[src/rtl/register_seq_if.sv]
// Command handshake bundle between a command source and the register sequencer.
interface register_seq_if #(
  parameter int unsigned SW = 3,
  parameter int unsigned MW = 4,
  parameter int unsigned DW = 16
);
  logic          cmd_valid;
  logic          cmd_ready;
  logic [SW-1:0] cmd_op;
  logic [MW-1:0] cmd_m;
  logic [DW-1:0] cmd_d;

  modport master (output cmd_valid, cmd_op, cmd_m, cmd_d, input cmd_ready);
  modport slave  (input cmd_valid, cmd_op, cmd_m, cmd_d, output cmd_ready);
endinterface

[src/rtl/register_seq.sv]
// Command sequencer feeding the 16-bit shift register: queues {op, M, D}
// commands and plays each one out as HOLD_CYC clocks of set=op, then a gap clock.
module register_seq #(
  parameter int unsigned DW         = 16,
  parameter int unsigned MW         = 4,
  parameter int unsigned SW         = 3,
  parameter int unsigned FIFO_DEPTH = 4,
  parameter int unsigned HOLD_CYC   = 3
) (
  input  logic                                 clk,
  input  logic                                 res,
  register_seq_if.slave                        cmd,
  input  logic                                 abort,
  output logic [SW-1:0]                        set,
  output logic [MW-1:0]                        M,
  output logic [DW-1:0]                        D,
  output logic                                 busy,
  output logic                                 done,
  output logic                                 err,
  output logic [$clog2(FIFO_DEPTH+1)-1:0]      level
);

  localparam int unsigned PW = (FIFO_DEPTH > 1) ? $clog2(FIFO_DEPTH) : 1;
  localparam int unsigned LW = $clog2(FIFO_DEPTH + 1);
  localparam int unsigned CW = (HOLD_CYC > 1) ? $clog2(HOLD_CYC) : 1;

  typedef enum logic [1:0] {S_IDLE, S_ACTIVE, S_GAP} state_t;

  logic [SW-1:0] op_mem [FIFO_DEPTH];
  logic [MW-1:0] m_mem  [FIFO_DEPTH];
  logic [DW-1:0] d_mem  [FIFO_DEPTH];

  logic [PW-1:0] wr_ptr, rd_ptr;
  logic [LW-1:0] count, count_next_c;
  logic          ready_q;
  logic          push_c, pop_c;

  state_t        state, state_n;
  logic [SW-1:0] set_n;
  logic [MW-1:0] m_n;
  logic [DW-1:0] d_n;
  logic [CW-1:0] cnt, cnt_n;
  logic          busy_n, done_n, err_n;

  assign cmd.cmd_ready = ready_q;
  assign level         = count;
  assign push_c        = cmd.cmd_valid & ready_q & ~abort;
  assign count_next_c  = count + LW'(push_c) - LW'(pop_c);

  // Command storage; contents are don't-care until written.
  always_ff @(posedge clk) begin
    if (push_c) begin
      op_mem[wr_ptr] <= cmd.cmd_op;
      m_mem[wr_ptr]  <= cmd.cmd_m;
      d_mem[wr_ptr]  <= cmd.cmd_d;
    end
  end

  // FIFO pointers, occupancy and registered ready (abort flushes everything).
  always_ff @(posedge clk or negedge res) begin
    if (!res) begin
      wr_ptr  <= '0;
      rd_ptr  <= '0;
      count   <= '0;
      ready_q <= 1'b0;
    end else if (abort) begin
      wr_ptr  <= '0;
      rd_ptr  <= '0;
      count   <= '0;
      ready_q <= 1'b1;
    end else begin
      if (push_c) wr_ptr <= wr_ptr + PW'(1);
      if (pop_c)  rd_ptr <= rd_ptr + PW'(1);
      count   <= count_next_c;
      ready_q <= (count_next_c != LW'(FIFO_DEPTH));
    end
  end

  // FSM and output registers.
  always_ff @(posedge clk or negedge res) begin
    if (!res) begin
      state <= S_IDLE;
      set   <= '0;
      M     <= '0;
      D     <= '0;
      cnt   <= '0;
      busy  <= 1'b0;
      done  <= 1'b0;
      err   <= 1'b0;
    end else begin
      state <= state_n;
      set   <= set_n;
      M     <= m_n;
      D     <= d_n;
      cnt   <= cnt_n;
      busy  <= busy_n;
      done  <= done_n;
      err   <= err_n;
    end
  end

  // Next-state and next-output decode; pops the head command only from IDLE.
  always_comb begin
    state_n = state;
    set_n   = set;
    m_n     = M;
    d_n     = D;
    cnt_n   = cnt;
    busy_n  = busy;
    done_n  = 1'b0;
    err_n   = 1'b0;
    pop_c   = 1'b0;
    if (abort) begin
      state_n = S_IDLE;
      set_n   = '0;
      busy_n  = 1'b0;
    end else begin
      unique case (state)
        S_IDLE: begin
          set_n  = '0;
          busy_n = 1'b0;
          if (count != '0) begin
            pop_c = 1'b1;
            if (op_mem[rd_ptr] == '0) begin
              state_n = S_GAP;
              busy_n  = 1'b1;
              done_n  = 1'b1;
            end else if (op_mem[rd_ptr] <= SW'(4)) begin
              state_n = S_ACTIVE;
              set_n   = op_mem[rd_ptr];
              m_n     = m_mem[rd_ptr];
              d_n     = d_mem[rd_ptr];
              cnt_n   = CW'(HOLD_CYC - 1);
              busy_n  = 1'b1;
            end else begin
              err_n = 1'b1;
            end
          end
        end
        S_ACTIVE: begin
          if (cnt == '0) begin
            state_n = S_GAP;
            set_n   = '0;
            done_n  = 1'b1;
          end else begin
            cnt_n = cnt - CW'(1);
          end
        end
        S_GAP: begin
          state_n = S_IDLE;
          set_n   = '0;
          busy_n  = 1'b0;
        end
        default: begin
          state_n = S_IDLE;
          set_n   = '0;
          busy_n  = 1'b0;
        end
      endcase
    end
  end

endmodule

[src/flat_wrapper.sv]
// flat-port wrapper written by rule: the top's interface ports become plain ports
module register_seq_flat 
#(
  parameter int unsigned DW         = 16,
  parameter int unsigned MW         = 4,
  parameter int unsigned SW         = 3,
  parameter int unsigned FIFO_DEPTH = 4,
  parameter int unsigned HOLD_CYC   = 3
)
  (clk, res, abort, set, M, D, busy, done, err, level, cmd_cmd_valid, cmd_cmd_op, cmd_cmd_m, cmd_cmd_d, cmd_cmd_ready);
  register_seq_if #(.SW(SW), .MW(MW), .DW(DW)) cmd_i ();
  input  logic clk;
  input  logic res;
  input  logic abort;
  output logic [SW-1:0] set;
  output logic [MW-1:0] M;
  output logic [DW-1:0] D;
  output logic busy;
  output logic done;
  output logic err;
  output logic [$clog2(FIFO_DEPTH+1)-1:0] level;
  input wire logic [$bits(cmd_i.cmd_valid)-1:0] cmd_cmd_valid;
  input wire logic [$bits(cmd_i.cmd_op)-1:0] cmd_cmd_op;
  input wire logic [$bits(cmd_i.cmd_m)-1:0] cmd_cmd_m;
  input wire logic [$bits(cmd_i.cmd_d)-1:0] cmd_cmd_d;
  output wire logic [$bits(cmd_i.cmd_ready)-1:0] cmd_cmd_ready;
  assign cmd_i.cmd_valid = cmd_cmd_valid;
  assign cmd_i.cmd_op = cmd_cmd_op;
  assign cmd_i.cmd_m = cmd_cmd_m;
  assign cmd_i.cmd_d = cmd_cmd_d;
  assign cmd_cmd_ready = cmd_i.cmd_ready;
  register_seq #(.DW(DW), .MW(MW), .SW(SW), .FIFO_DEPTH(FIFO_DEPTH), .HOLD_CYC(HOLD_CYC)) u_core (.clk(clk), .res(res), .cmd(cmd_i), .abort(abort), .set(set), .M(M), .D(D), .busy(busy), .done(done), .err(err), .level(level));
endmodule
[config.mk]
export PLATFORM = sky130hd
export DESIGN_NAME = register_seq_flat
export DESIGN_NICKNAME = d
export VERILOG_FILES = /design/src/rtl/register_seq_if.sv /design/src/rtl/register_seq.sv /design/src/flat_wrapper.sv
export SDC_FILE = /design/constraint.sdc
export NUM_CORES = 1
export LEC_CHECK = 0
export CORE_MARGIN = 2
export CORE_UTILIZATION = 55
export CTS_CLUSTER_SIZE = 12
export DETAILED_ROUTE_END_ITERATION = 12
export GPL_TIMING_DRIVEN = 0
export PLACE_DENSITY = 0.78
export SLEW_MARGIN = 20
export SYNTH_ARGS = -nofsm -noshare
export SYNTH_HDL_FRONTEND = slang
export SYNTH_SLANG_ARGS = --single-unit
[constraint.sdc]
create_clock -name clk -period 5.3 [get_ports clk]
set_input_delay 1.06 -clock clk [delete_from_list [all_inputs] [get_ports clk]]
set_output_delay 1.06 -clock clk [all_outputs]
set_load 0.02 [all_outputs]
== Word level (Yosys, flattened, before mapping) ==
Memories as Yosys holds them, arrays and structs flattened. A register that Yosys moved wholly into a read port is not among the register bits.
Index checks and enable logic that the tools add are counted.
Word-level totals
  flip-flop bits (word level): 18
  RAM bits: 92
  bits of input ports: 27
  output and inout bits: 30
  memories: 3
Cells by class
  add/sub/neg operators: 5
  order comparisons: 1
  equal/unequal tests: 10
  mux-type cells: 43
  bitwise operators: 4
  reduce and logical (&&, ||, !) cells: 12
Memories
  u_core.d_mem: words 4, bits a word 16, read ports 1, clocked after memory_dff 1, wr ports 1, line register_seq.sv:31  | logic [DW-1:0] d_mem [FIFO_DEPTH];
  u_core.m_mem: words 4, bits a word 4, read ports 1, clocked after memory_dff 1, wr ports 1, line register_seq.sv:30  | logic [MW-1:0] m_mem [FIFO_DEPTH];
  u_core.op_mem: words 4, bits a word 3, read ports 1, clocked after memory_dff 0, wr ports 1, line register_seq.sv:29  | logic [SW-1:0] op_mem [FIFO_DEPTH];
Operator list (number)
  $mux 2: 13
  $mux 1: 19
  $mux 3: 6
  $pmux 2 s2: 2
  $ne 2x2->1 const B: 3
  $ne 3x2->1 const B: 2
  $pmux 3 s2: 1
  $reduce_and 6->1: 1
  $reduce_bool 2->1: 3
  $reduce_and 5->1: 1
  $add 2x1->2 const B: 2
  $logic_not 2->1: 2
  $ne 2x1->1 const B: 2
  $ne 4x2->1 const B: 1
  $pmux 1 s2: 2
  $add 3x1->3: 1
  $le 3x3->1 const B: 1
  $logic_not 3->1: 1
  $ne 3x3->1 const B: 1
  $reduce_and 3->1: 1
  $reduce_bool 3->1: 1
  $sub 3x1->3: 1
  $and 1x1->1: 2
  $eq 2x1->1 const B: 1
  3 further kinds: 5

== Logic depth before layout (Yosys ltp) ==
Gate-level depths: netlist (run 1).
  word-level depth: 7
  depth in mapped cells: 12

== Least setup slack after synthesis (run 1) ==
No wires, ideal clock.
  path type: input-to-reg
  start point: input port abort
  end point: register u_core.ready_q (netlist: u_core.cmd.cmd_ready)
  library setup time: 0.127 ns
  data arrival time: 2.880 ns
  required time: 5.173 ns
  setup slack: 2.293 ns
  stages: 12
  path through: buf_6 -> or2_0 -> buf_2 -> nor3_4 -> ha_1 -> inv_1 -> ha_1 -> inv_1 -> fa_1 -> xnor2_1 -> nor2_1 -> nand3b_1
On the way
  word-level cells in the longest chain between the ends: 6
Ends and longest elaborated chain
  from (decl): line flat_wrapper.sv:14  | input logic abort;
  $not 1->1 (no line)
  $and 1x1->1: line register_seq.sv:47  | assign push_c = cmd.cmd_valid & ready_q & ~abort;
  $add 3x1->3: line register_seq.sv:48  | assign count_next_c = count + LW'(push_c) - LW'(pop_c);
  $sub 3x1->3: line register_seq.sv:48
  $ne 3x3->1: line register_seq.sv:75  | ready_q <= (count_next_c != LW'(FIFO_DEPTH));
  $mux 1 (*): line register_seq.sv:66  | end else if (abort) begin
  to (signal assigned): line register_seq.sv:75
  to (decl): line register_seq.sv:35  | logic ready_q;
Mark *: on every way between the ends. The rest lies on a longest branch, timed or not.
A chain may end at the register's enable or synchronous reset.

== Final worst setup path (run 1) ==
  start point: register u_core.rd_ptr[1]
  end point: register u_core.D[15] (read register of u_core.d_mem)
On the way
  word-level cells in the longest chain between the ends: 4
Ends and longest elaborated chain
  from (decl): line register_seq.sv:33  | logic [PW-1:0] wr_ptr, rd_ptr;
  from (signal assigned): line register_seq.sv:73  | if (pop_c) rd_ptr <= rd_ptr + PW'(1);
  parallel branches: the longest is 4 deep, another holds $mem_v2 4x3
  to (decl): line register_seq.sv:16  | output logic [DW-1:0] D,
Several ways; the timed one is not identified.

==> reports/metrics.yaml, run 1 <==
outcome:
  status: "completed"
die:
  io_pins: 57
  start_util: 0.5619
  die_y_um: 100.7
  die_w_um: 100.7
  core_mm2: 0.009153
  rows: 35
  dieArea_mm2: 0.01014
clock_network:
  holdBufCountCts: 0
  cts_sinks: 130
  cts_tree: "done"
  clkLatencyLatePin_ns: 0.52
  path_clk_slew_ns: 0.06
  cts_buffer_depth: 2
  cts-root-buf: "clkbuf_8"
  ctsHtreeMaxLevel: 4
  postCtsSetupRepairBufs: 0
  cts_resized: 0
  cts_inserted_buffers: 17
logic_synthesis:
  synth-seq-cells: 130
  syn-cell-area_mm2: 0.005142
  syn_inst: 263
  yosysUniqueCellTypes: 39
  avgSynthCellArea_um2: 19.55
  yosys_warnings: 0
  yosysSeqAreaShare: 0.7221
  syn_nets: 302
routing:
  avgRoutedWirePerCell_um: 20.45
  drc: 0
  num_vias: 2581
  routed_via_density: 5.587
  wirelength_um: 9449
  detail-route-antenna-nets: 0
  drt_iter0_drc: 181
  drt-pass1-iter-count: 5
timing:
  finClkSkew_ns: 0.02023
  fin_crit_ns: 2.770
  rsz0062_at_grt: "false"
  slew_violations: 0
  worstMarginPinSlew_ns: 0.8270
  hold_ws_ns: 0.4214
  fin_setup_tns_ns: 0
  hold_viol: 0
  setup_viol: 0
  max_freq_ghz: 0.3611
  max-slew-margin-rel: 0.4444
  fin_crit_sh: 0.5226
placement:
  dp.cells: 430
  gp_congestion: 0.7171
  hpwlAfterDp_um: 5342
  portBuffers: 55
cells_and_area:
  area_growth_pct: 25.62
  final_cell_mix: "edfxtp_1 (92), clkdlybuf4s50_1 (54), dfrtp_1 (38)"
  final_core_util: 0.7058
  final_common_cell: "edfxtp_1"
  ff_latch_area_mm2: 0.003714
  fillerInstances: 544
  drive_gt1_frac: 0.2621
  final_nets: 377
  diodes: 0
  layout.cells.non_filler: 462
  multiInputGateArea_mm2: 0.001320
setup_path:
  crit_type: "reg2reg"
  critical_path_required_ns: 5.68
  cp_max_fo: 10
  cp-end-kind: "flip-flop"
  worstPathArrival_ns: 3.15
  worst_setup_path_start_kind: "flip-flop"
power_and_ir_drop:
  leakage_nw: 2.413
  power.density_mw_per_mm2: 553.3
  ir_worst_vdd_uv: 259.3
  fin_total_pwr_w: 0.003575
grt:
  grt_overflow_total: 0
  grt_pass1_vias: 2787
  antenna_found_initial: 0
  grt_max_degree: 28
  grtUsageTotal: 0.2054
  grt_pass1_wl_um: 15030
job:
  cap_violations: 0
worst_hold_path:
  min_path_type: "in2async"
## power by group
| group | internal [W] | leakage [nW] | total, W | switching [W] |
|---|---|---|---|---|
| sequential | 0.00126 | 1.31 | 0.00135 | 0.0000909 |
| clock | 0.000764 | 0.284 | 0.00119 | 0.000428 |
| combinational | 0.000548 | 0.821 | 0.00103 | 0.000486 |
| total | 0.00257 | 2.41 | 0.00357 | 0.00101 |
## per-layer routing
layer  share of wire  global-route usage  vias up
li1                -                   -     1167
met1            0.43              0.2649     1334
met2            0.52              0.3262       66
met3           0.035             0.05825       14
met4           0.020             0.09589        0
met5               0                   0        -
## cell usage after synthesis
library cell / instances / area share
a31o_2: 1 / 0.0017
or2_0: 1 / 0.0012
nor4b_1: 1 / 0.0017
fa_1: 1 / 0.0039
buf_6: 3 / 0.0066
a21oi_1: 3 / 0.0029
nor4_1: 1 / 0.0012
and2b_2: 1 / 0.0017
o21ai_0: 2 / 0.0019
mux2_4: 20 / 0.058
and2_1: 4 / 0.0049
nand2_1: 7 / 0.0051
xor2_1: 1 / 0.0017
ha_1: 11 / 0.027
xnor2_1: 4 / 0.0068
nor2_1: 9 / 0.0066
a22o_2: 1 / 0.0019
o32ai_1: 1 / 0.0017
mux2i_1: 1 / 0.0019
nand4_1: 1 / 0.0012
nor3_4: 1 / 0.0032
or2_2: 1 / 0.0012
nand3b_1: 1 / 0.0015
buf_1: 1 / 0.00073
nor3_1: 3 / 0.0029
edfxtp_1: 92 / 0.54
nand3_1: 2 / 0.0019
o31a_1: 1 / 0.0017
clkbuf_1: 3 / 0.0022
nand2_2: 1 / 0.0012
mux2_2: 1 / 0.0022
a22oi_1: 1 / 0.0015
o211ai_1: 1 / 0.0015
a32o_1: 3 / 0.0058
mux4_2: 22 / 0.096
nor3b_1: 1 / 0.0015
dfrtp_1: 38 / 0.18
inv_1: 12 / 0.0088
buf_2: 4 / 0.0039
## final timing paths
check                            startpoint       endpoint  slack, ns  depth (start not counted)
max in group asynchronous               res   u_core.D[15]       4.41                          2
min                                     res    u_core.M[2]       0.42                          1
max                        u_core.rd_ptr[1]   u_core.D[15]       2.53                          7
min reg2reg                   u_core.cnt[0]  u_core.cnt[0]       0.49                          2
max reg2reg                u_core.rd_ptr[1]   u_core.D[15]       2.53                          7
min in group clk              u_core.cnt[0]  u_core.cnt[0]       0.49                          2
## cell families (layout without fill, tap and decap cells)
group,after synthesis,after routing,share of synthesized area
DFF,130,130,0.7221
and+or+nand+nor,35,35,0.03699
muxes,44,44,0.1589
AOI/OAI and AO/OA,14,14,0.02068
xor gates and xnor gates,5,5,0.008515
buffers and inverters,23,111,0.02214
adders and majority gates,12,12,0.03066
## worst max-delay path, stage by stage, from the launching register on
cell,delay [ns]
dfrtp_1,0.33
clkbuf_1,0.32
buf_1,0.56
o21ai_0,0.40
ha_1,0.42
nand2_2,0.10
buf_6,0.20
mux2_4,0.32
## per-stage QoR
stage	setup WS, ns	cell area (µm²)
finish	2.530	6460
global route	2.295	6460
CTS	2.462	6460
detailed placement	2.105	5852
global placement	2.003	5832
floorplan	2.293	5142
## registers in the layout (all words and copies together) (netlist names), 2 cells and up
signal	cells
u_core.level	3
u_core.rd_ptr	2
u_core.cnt	2
u_core.D	16
u_core.m_mem	16
u_core.wr_ptr	2
u_core.set	3
u_core.M	4
u_core.op_mem	12
u_core.d_mem	64
u_core.state	2
## area by class of cell
cell class,count,share of cell area
flip-flops and latches,130,0.5749
well taps,111,0.02150
repair buffers,56,0.08755
plain buffers,11,0.01065
clock buffers,19,0.06527
inverters,12,0.006973
multi-input cells,110,0.2043
clock inverters,13,0.02886
Note: power is estimated with default switching activity, not from simulation.
==> run 2: changes to the inputs <==
- CORE_UTILIZATION: 55 -> 50
- PLACE_DENSITY: 0.78 -> 0.75
- clock period: 5.3 -> 2.35 ns (I/O delays scaled with it)
==> run 2 against run 1 <==
  * Sequential cell count unchanged
  * Register-to-register slack worse by 2.4 ns
  * Cell area grew 3.1%
  * Non-clock buffer count up 8
  * Die area increased by 9.6%
  * Setup slack got worse by 2.4 ns
==> reports/metrics.yaml, run 2 (synthesized netlist as in run 1, its figures left out) <==
setup_path:
  r2r_slack_ns: 0.1  # was 2.53 ns
  crit_type: "reg2reg"  # unchanged
  critical_path.startpoint: "u_core.rd_ptr[0]"  # was u_core.rd_ptr[1]
  critical_path_required_ns: 2.75  # was 5.68 ns
  cp_max_fo: 5  # was 10
  reg2reg_from: "u_core.rd_ptr[0]"  # was u_core.rd_ptr[1]
  worstPathArrival_ns: 2.65  # was 3.15 ns
  cp-end-kind: "flip-flop"  # unchanged
  worst_setup_path_start_kind: "flip-flop"  # unchanged
clock_network:
  cts_tree: "done"  # unchanged
  cts_buffer_depth: 2  # unchanged
  ctsHtreeMaxLevel: 4  # unchanged
  cts-root-buf: "clkbuf_8"  # unchanged
  clkLatencyLatePin_ns: 0.51  # was 0.52 ns
  path_clk_slew_ns: 0.06  # about the same
  cts_inserted_buffers: 17  # unchanged
  cts_sinks: 130  # unchanged
die:
  start_util: 0.5072  # was 0.5619
  rows: 37  # was 35
  io_pins: 57  # unchanged
  dieArea_mm2: 0.01111  # was 0.01014 mm²
  die_w_um: 105.4  # was 100.7 µm
  die_y_um: 105.4  # was 100.7 µm
  core_mm2: 0.01014  # was 0.009153 mm²
timing:
  worstMarginPinSlew_ns: 0.7645  # was 0.8270 ns
  rsz0062_at_grt: "true"  # was false
  max_freq_ghz: 0.4443  # was 0.3611 GHz
  hold_viol: 0  # unchanged
  hold_ws_ns: 0.1571  # was 0.4214 ns
  max-slew-margin-rel: 0.4903  # was 0.4444
  finClkSkew_ns: 0.008263  # was 0.02023 ns
  fin_crit_ns: 2.251  # was 2.770 ns
  setup_ws_ns: 0.09915  # was 2.530 ns
  fin_crit_sh: 0.9578  # was 0.5226
  slew_violations: 0  # unchanged
  setup_viol: 0  # unchanged
routing:
  routed_via_density: 5.143  # was 5.587
  detail-route-antenna-nets: 0  # unchanged
  drt_iter0_drc: 204  # was 181
  avgRoutedWirePerCell_um: 18.34  # was 20.45 µm
  num_vias: 2546  # was 2581
  drc: 0  # unchanged
  wirelength_um: 9079  # was 9449 µm
  drt-pass1-iter-count: 4  # was 5
power_and_ir_drop:
  p_sw_w: 0.002325  # was 0.001005 W
  seq_power_share: 0.372  # was 0.377
  swShare: 0.2831  # was 0.2812
  intPower_w: 0.005888  # was 0.002570 W
  leakage_nw: 2.488  # was 2.413 nW
  ir_worst_vdd_uv: 666.8  # was 259.3 µV
  power.density_mw_per_mm2: 1233  # was 553.3 mW/mm²
  comb_power_share: 0.309  # was 0.289
  pwr-share-clk: 0.319  # was 0.333
  fin_total_pwr_w: 0.008213  # was 0.003575 W
cells_and_area:
  final_common_cell: "edfxtp_1"  # unchanged
  largestRegisters: "u_core.d_mem (64), u_core.D (16), u_core.m_mem (16)"  # unchanged
  drive_gt1_frac: 0.2981  # was 0.2621
  final_cell_mix: "edfxtp_1 (92), clkdlybuf4s50_1 (54), dfrtp_1 (37)"  # was edfxtp_1 (92), clkdlybuf4s50_1 (54), dfrtp_1 (38)
  layout.cells.non_filler: 495  # was 462
  largest_reg_flops: 64  # unchanged
  final_nets: 385  # was 377
  area_growth_pct: 29.51  # was 25.62%
  largest_register: "u_core.d_mem"  # unchanged
  diodes: 0  # unchanged
grt:
  grt_overflow_total: 0  # unchanged
  antenna_found_initial: 0  # unchanged
  grt.busiest_layer: "met2"  # unchanged
  grt_use_met3: 0.05318  # was 0.05825
  grt_pass1_vias: 2677  # was 2787
  grt_pass1_wl_um: 14340  # was 15030 µm
  grtUsageMet1: 0.2264  # was 0.2649
  met2_usage: 0.2899  # was 0.3262
  grtUsageTotal: 0.1784  # was 0.2054
  grt_max_degree: 24  # was 28
job:
  cap_violations: 0  # unchanged
worst_hold_path:
  hp-start: "abort"
  min_path_type: "in2reg"  # was in2async
placement:
  portBuffers: 55  # unchanged
  hpwlAfterDp_um: 5393  # was 5342 µm
  place_worst_setup_slack_ns: -0.2920  # was 2.105 ns
  gp_congestion: 0.7454  # was 0.7171
  dp.cells: 455  # was 430
outcome:
  status: "completed"  # unchanged
[run 2: changes by cell type in the layout (fill, tap and decap cells not counted), sizes merged]
cell	delta
clkinv	-2
dlygate4sd3	+1
bufinv	-1
buf	+7
clkbuf	-1
inv	+4
[run 2: area by class of cell]
class	instances	area, µm²
sequential	130	3715
fill	662	3478
multi-input combinational	110	1366
timing repair buffer	65	673.1
clock buffer	18	417.9
clock inverter	14	177.7
tap	136	170.2
buffer	10	95.09
inverter	12	45.04
[run 2: worst paths after layout]
check,cells past startpoint,to
max in group asynchronous,3,u_core.state[1]
setup reg to reg,8,u_core.D[15]
hold reg to reg,2,u_core.cnt[0]
min in group asynchronous,2,u_core.D[0]
setup / recovery,8,u_core.D[15]
hold / removal,2,u_core.level[1]
[run 2: per-layer routing]
layer | share of wire | vias up
li1 | - | 1183
met1 | 0.43 | 1308
met2 | 0.53 | 53
met3 | 0.034 | 2
met4 | 0.0053 | 0
met5 | 0 | -
[run 2: per-stage QoR]
stage / utilization / cell area (µm²) / TNS, ns
after floorplan: - / 5147 / -0.06686
after global routing: 0.6569 / 6660 / -0.01620
after detailed placement: 0.5808 / 5888 / -6.348
after CTS: 0.6484 / 6574 / 0
final: 0.6569 / 6660 / 0
after global placement: 0.5788 / 5868 / -49.60
[run 2: critical path: stages (launching register included)]
cell       delay [ns]
dfrtp_1          0.34
buf_6            0.12
mux4_2           0.51
or2_4            0.27
inv_1            0.11
ha_4             0.22
nand2_8          0.11
clkbuf_16        0.16
mux2_4           0.29
[run 2: repair_timing]
item / 4_1_cts / 5_1_grt
hold endpoints to repair: 15 / 0
buffers inserted: 2 / 4
cloned: 1 / 1
hold buffers: 1 / 0
pin swaps: 2 / 6
resized for setup: 12 / 8
endpoints found under the setup margin: 24 / 23
[run 2: power groups by stage]
stage               Combinational (W)  Sequential, W  Clock (W)
floorplan                     0.00128        0.00331          0
global placement              0.00227        0.00307          0
detailed placement            0.00231        0.00307          0
CTS                           0.00244        0.00306    0.00267
global route                  0.00273        0.00310    0.00279
finish                        0.00254        0.00305    0.00262
